<file path="config.mk">
export PLATFORM = sky130hd
export DESIGN_NAME = unary_add_n
export DESIGN_NICKNAME = d
export VERILOG_FILES = /design/src/rtl/unary_add_n.sv
export SDC_FILE = /design/constraint.sdc
export NUM_CORES = 1
export LEC_CHECK = 0
export ABC_AREA = 1
export CORE_UTILIZATION = 35
export CTS_BUF_LIST = sky130_fd_sc_hd__clkbuf_2 sky130_fd_sc_hd__clkbuf_4 sky130_fd_sc_hd__clkbuf_8
export CTS_CLUSTER_DIAMETER = 30
export DETAILED_ROUTE_END_ITERATION = 12
export GPL_TIMING_DRIVEN = 0
export PLACE_DENSITY_LB_ADDON = 0.1
export SLEW_MARGIN = 5
export SYNTH_ARGS = -nofsm -noshare
export SYNTH_HDL_FRONTEND = slang
export SYNTH_SLANG_ARGS = --single-unit
</file>
<file path="constraint.sdc">
create_clock -name clk -period 3.8 [get_ports clk]
set_input_delay 0.38 -clock clk [delete_from_list [all_inputs] [get_ports clk]]
set_output_delay 0.38 -clock clk [all_outputs]
set_load 0.005 [all_outputs]
</file>
<file path="src/rtl/unary_add_n.sv">
// Unary accumulator/emitter: adds popcount(din) to a counter in accumulate mode
// and replays the stored total as a train of single-cycle dout pulses in emit mode.
module unary_add_n #(
  parameter int unsigned N_IN     = 4,
  parameter int unsigned CNT_W    = 12,
  parameter int unsigned SATURATE = 0
) (
  input  logic             clk,
  input  logic             rst_n,
  input  logic             en,
  input  logic             clear,
  input  logic             mode,
  input  logic [N_IN-1:0]  din,
  output logic             dout,
  output logic             carry,
  output logic             ovf,
  output logic             empty,
  output logic [CNT_W-1:0] count_o
);

  localparam int unsigned SUM_W = CNT_W + 1;
  localparam logic [CNT_W-1:0] CNT_MAX = {CNT_W{1'b1}};

  logic [CNT_W-1:0] count_q, count_d;
  logic             dout_q, dout_d;
  logic             carry_q, carry_d;
  logic             ovf_q, ovf_d;
  logic [SUM_W-1:0] pop;
  logic [SUM_W-1:0] sum;
  logic             overflow;

  // Popcount of the input lanes, widened so the add below cannot lose the carry
  always_comb begin
    pop = '0;
    for (int i = 0; i < int'(N_IN); i++) begin
      pop = pop + SUM_W'(din[i]);
    end
  end

  assign sum      = {1'b0, count_q} + pop;
  assign overflow = sum[CNT_W];

  // Next-state: clear beats the enable, a disabled cycle holds everything
  always_comb begin
    count_d = count_q;
    dout_d  = dout_q;
    carry_d = carry_q;
    ovf_d   = ovf_q;
    if (clear) begin
      count_d = '0;
      dout_d  = 1'b0;
      carry_d = 1'b0;
      ovf_d   = 1'b0;
    end else if (en) begin
      if (!mode) begin
        if (overflow && (SATURATE != 0)) begin
          count_d = CNT_MAX;
        end else begin
          count_d = sum[CNT_W-1:0];
        end
        carry_d = overflow;
        ovf_d   = ovf_q | overflow;
        dout_d  = 1'b0;
      end else begin
        carry_d = 1'b0;
        if (count_q != '0) begin
          dout_d  = 1'b1;
          count_d = count_q - CNT_W'(1);
        end else begin
          dout_d  = 1'b0;
        end
      end
    end
  end

  always_ff @(posedge clk or negedge rst_n) begin
    if (!rst_n) begin
      count_q <= '0;
      dout_q  <= 1'b0;
      carry_q <= 1'b0;
      ovf_q   <= 1'b0;
    end else begin
      count_q <= count_d;
      dout_q  <= dout_d;
      carry_q <= carry_d;
      ovf_q   <= ovf_d;
    end
  end

  assign count_o = count_q;
  assign dout    = dout_q;
  assign carry   = carry_q;
  assign ovf     = ovf_q;
  assign empty   = (count_q == '0);

endmodule

</file>
==> results.sh <==
export IMPL_status="finished clean"
export IMPL_crit_arrival_ns=2.94
export IMPL_hpwl_um=2766
export IMPL_final_setup_viol_count=0
export IMPL_initial_core_util=0.3717
export IMPL_setup_ws_ns=1.014
export IMPL_peakVddDrop_mv=0.2193
export IMPL_cts_tree="yes"
export IMPL_dr_pass1_iters=4
export IMPL_power_density_nw_per_um2=460.4
export IMPL_switchingPower_w=0.0003474
export IMPL_drtAntennaViolNets=0
export IMPL_globalplace_congestion=0.8288
export IMPL_power_frac_comb=0.545
export IMPL_area_growth_pct=25.09
export IMPL_fin_cells=293
export IMPL_min_to="ovf"
export IMPL_netSwitchingFraction=0.4336
export IMPL_ys_ff_latch=15
export IMPL_diodes=0
export IMPL_die_x_um=65.05
export IMPL_vias=1390
export IMPL_p_int_w=0.0004539
export IMPL_drv_cap=0
export IMPL_fin_util=0.4649
export IMPL_synth_edf_count=0
export IMPL_synthesis_area_um2=1391
export IMPL_grt_pass1_wl_um=6078
export IMPL_r2r_slack_ns=1.61
export IMPL_cp_max_fo=4
export IMPL_async_reset_ff_frac=1.000
export IMPL_grt_pass1_vias=1214
export IMPL_post_cts_setup_buffer_count=0
export IMPL_hold_path_class="reg -> reg"
export IMPL_relSlewSlack=0.5051
export IMPL_dp_slack_ns=0.7637
export IMPL_synth_cell_types=29
export IMPL_die_area_um2=4232
export IMPL_required_ns=3.96
export IMPL_final_net_count=261
export IMPL_yosys_warnings=0
export IMPL_coreArea_um2=3744
export IMPL_clk_pin_slew_ns=0.06
export IMPL_io_pins=25
export IMPL_grt_max_degree=16
export IMPL_total_power_w=0.0008013
export IMPL_drt_initial_drc_count=77
export IMPL_seqPwrFrac=0.275
export IMPL_antenna_found_initial=0
export IMPL_wirelength_um=3661
export IMPL_min_period_over_period=0.7332
export IMPL_cts_resized=0
export IMPL_die_h_um=65.05
export IMPL_clk_path_buf_depth=2
export IMPL_end_kind="flip-flop"
export IMPL_grt_usage=0.1918
export IMPL_fmax_mhz=358.9
export IMPL_worstMarginPinSlew_ns=0.7400
export IMPL_synth_avg_cell_area_um2=6.412
export IMPL_slew_violations=0
export IMPL_globalRouteOverflowTotal=0
export IMPL_r2r_start="count_o[0]"
export IMPL_hold_depth=2
export IMPL_hold_violations=0
export IMPL_syn_nets=232
export IMPL_postCtsHoldBufs=0
export IMPL_drc=0
export IMPL_start_kind="input port"
export IMPL_r2r_end="carry"
export IMPL_drive_gt1_frac=0.1102
export IMPL_viasPerCell=4.744
export IMPL_routedWlPerCell_um=12.49
export IMPL_ys_seq_area_frac=0.2698
export IMPL_layout_min_cycle_time_ns=2.786
export IMPL_skew_ns=0.01096
export IMPL_hp_start="ovf"
export IMPL_synth_cells=217
export IMPL_cts_root_buf="clkbuf_8"
export IMPL_clkPwrFrac=0.180
export IMPL_crit_type="in -> reg"
export IMPL_fp_row_count=22
export IMPL_rsz0062_at_grt="no"
export IMPL_cts_sinks=15
export IMPL_io_buffers=24
export IMPL_tns_ns=0
export IMPL_clk_latency_ns=0.26
export IMPL_cts_buffers=3
export IMPL_htreeDepth=1
export IMPL_p_leak_nw=0.8476
export IMPL_dpl_cell_count=289
export IMPL_ys_flop_type="dfrtp_1"
export IMPL_reg2regPathDepth=10
[stage by stage]
| stage | area, um^2 | hold WS (ns) |
|---|---|---|
| after detailed placement | 1692 | 0.4751 |
| after floorplan | 1391 | 0.08441 |
| final | 1740 | 0.4936 |
| after global placement | 1692 | 0.4769 |
| after CTS | 1740 | 0.5029 |
| after global routing | 1740 | 0.5268 |
[per-layer routing]
| metal | vias to the layer above | track usage | share of wire |
|---|---|---|---|
| met5 | - | 0 | 0 |
| met4 | 0 | 0.03261 | 0.0027 |
| met3 | 2 | 0.03697 | 0.046 |
| met2 | 40 | 0.3034 | 0.45 |
| met1 | 618 | 0.2720 | 0.50 |
| li1 | 730 | - | - |
[worst max-delay path by stage]
stage                     slack [ns]   start          to  cells past startpoint
after detailed placement        0.76  din[0]       carry                     12
after global placement          0.78  din[0]       carry                     12
final                           1.01  din[0]       carry                     12
after floorplan                 1.50  din[0]  count_o[8]                     12
after CTS                       1.03  din[0]       carry                     12
after global routing            0.81  din[0]       carry                     12
[cell type report]
class / count / area (um^2)
inverter: 28 / 105.1
tap: 48 / 60.06
timing repair buffer: 24 / 240.2
fill: 411 / 2003
clock buffer: 4 / 48.80
buffer: 9 / 57.56
sequential: 15 / 375.4
multi-input combinational: 165 / 853.3
[cell usage in the layout, fill, tap and decap left out, drive strengths merged]
cell,synthesis,layout
or2,1,1
dfrtp,15,15
clkinv,1,1
buf,7,7
o22ai,1,1
nand2,73,73
clkdlybuf4s50,0,24
nand4,8,8
fa,3,3
o21ai,17,17
ha,3,3
clkbuf,2,6
xor2,4,4
a21oi,2,2
nand3,14,14
nor4,1,1
nor3,3,3
xnor2,1,1
inv,27,27
nor2,34,34
[power by group through the flow]
stage | sequential [W] | combinational [W] | clock, W
global placement | 0.000223 | 0.000436 | 0
global route | 0.000226 | 0.000497 | 0.000156
detailed placement | 0.000224 | 0.000434 | 0
finish | 0.000221 | 0.000437 | 0.000144
floorplan | 0.000220 | 0.000296 | 0
CTS | 0.000222 | 0.000439 | 0.000151
[worst max-delay path, cell delays in order]
cell             delay, ns
clkdlybuf4s50_1       0.43
fa_1                  0.55
inv_1                 0.05
fa_1                  0.35
inv_1                 0.09
fa_1                  0.26
nand2_1               0.12
nor2_1                0.14
nand2_1               0.11
nor4_1                0.20
nand3_1               0.15
o21ai_0               0.12
[synth_stat cells (2+ instances only)]
cell type	instances	area, um^2
o21ai_2	3	26.28
nor3_1	3	15.01
o21ai_1	3	15.01
dfrtp_1	15	375.4
nand3_1	12	60.06
nand2_1	69	259.0
clkbuf_1	2	7.510
buf_2	4	20.02
inv_1	26	97.59
o21ai_0	11	55.05
nand2_4	2	22.52
xor2_1	4	35.03
nand4_1	8	50.05
nand2_2	2	12.51
ha_1	3	37.54
buf_6	2	22.52
nand3_2	2	20.02
nor2_2	5	31.28
fa_1	3	60.06
nor2_1	28	105.1
a21oi_1	2	10.01
[registers in the layout (all words and copies together) (netlist names)]
name,count
dout,1
count_o,12
carry,1
ovf,1
[cell families after synthesis]
| group | synth area share |
|---|---|
| and+or+nand+nor | 0.4308 |
| xor gates and xnor gates | 0.03147 |
| adders and majority gates | 0.07015 |
| buffers and inverters | 0.1169 |
| AOI/OAI and AO/OA | 0.08094 |
| DFF | 0.2698 |
No activity file was read; power rests on OpenSTA's default activity.
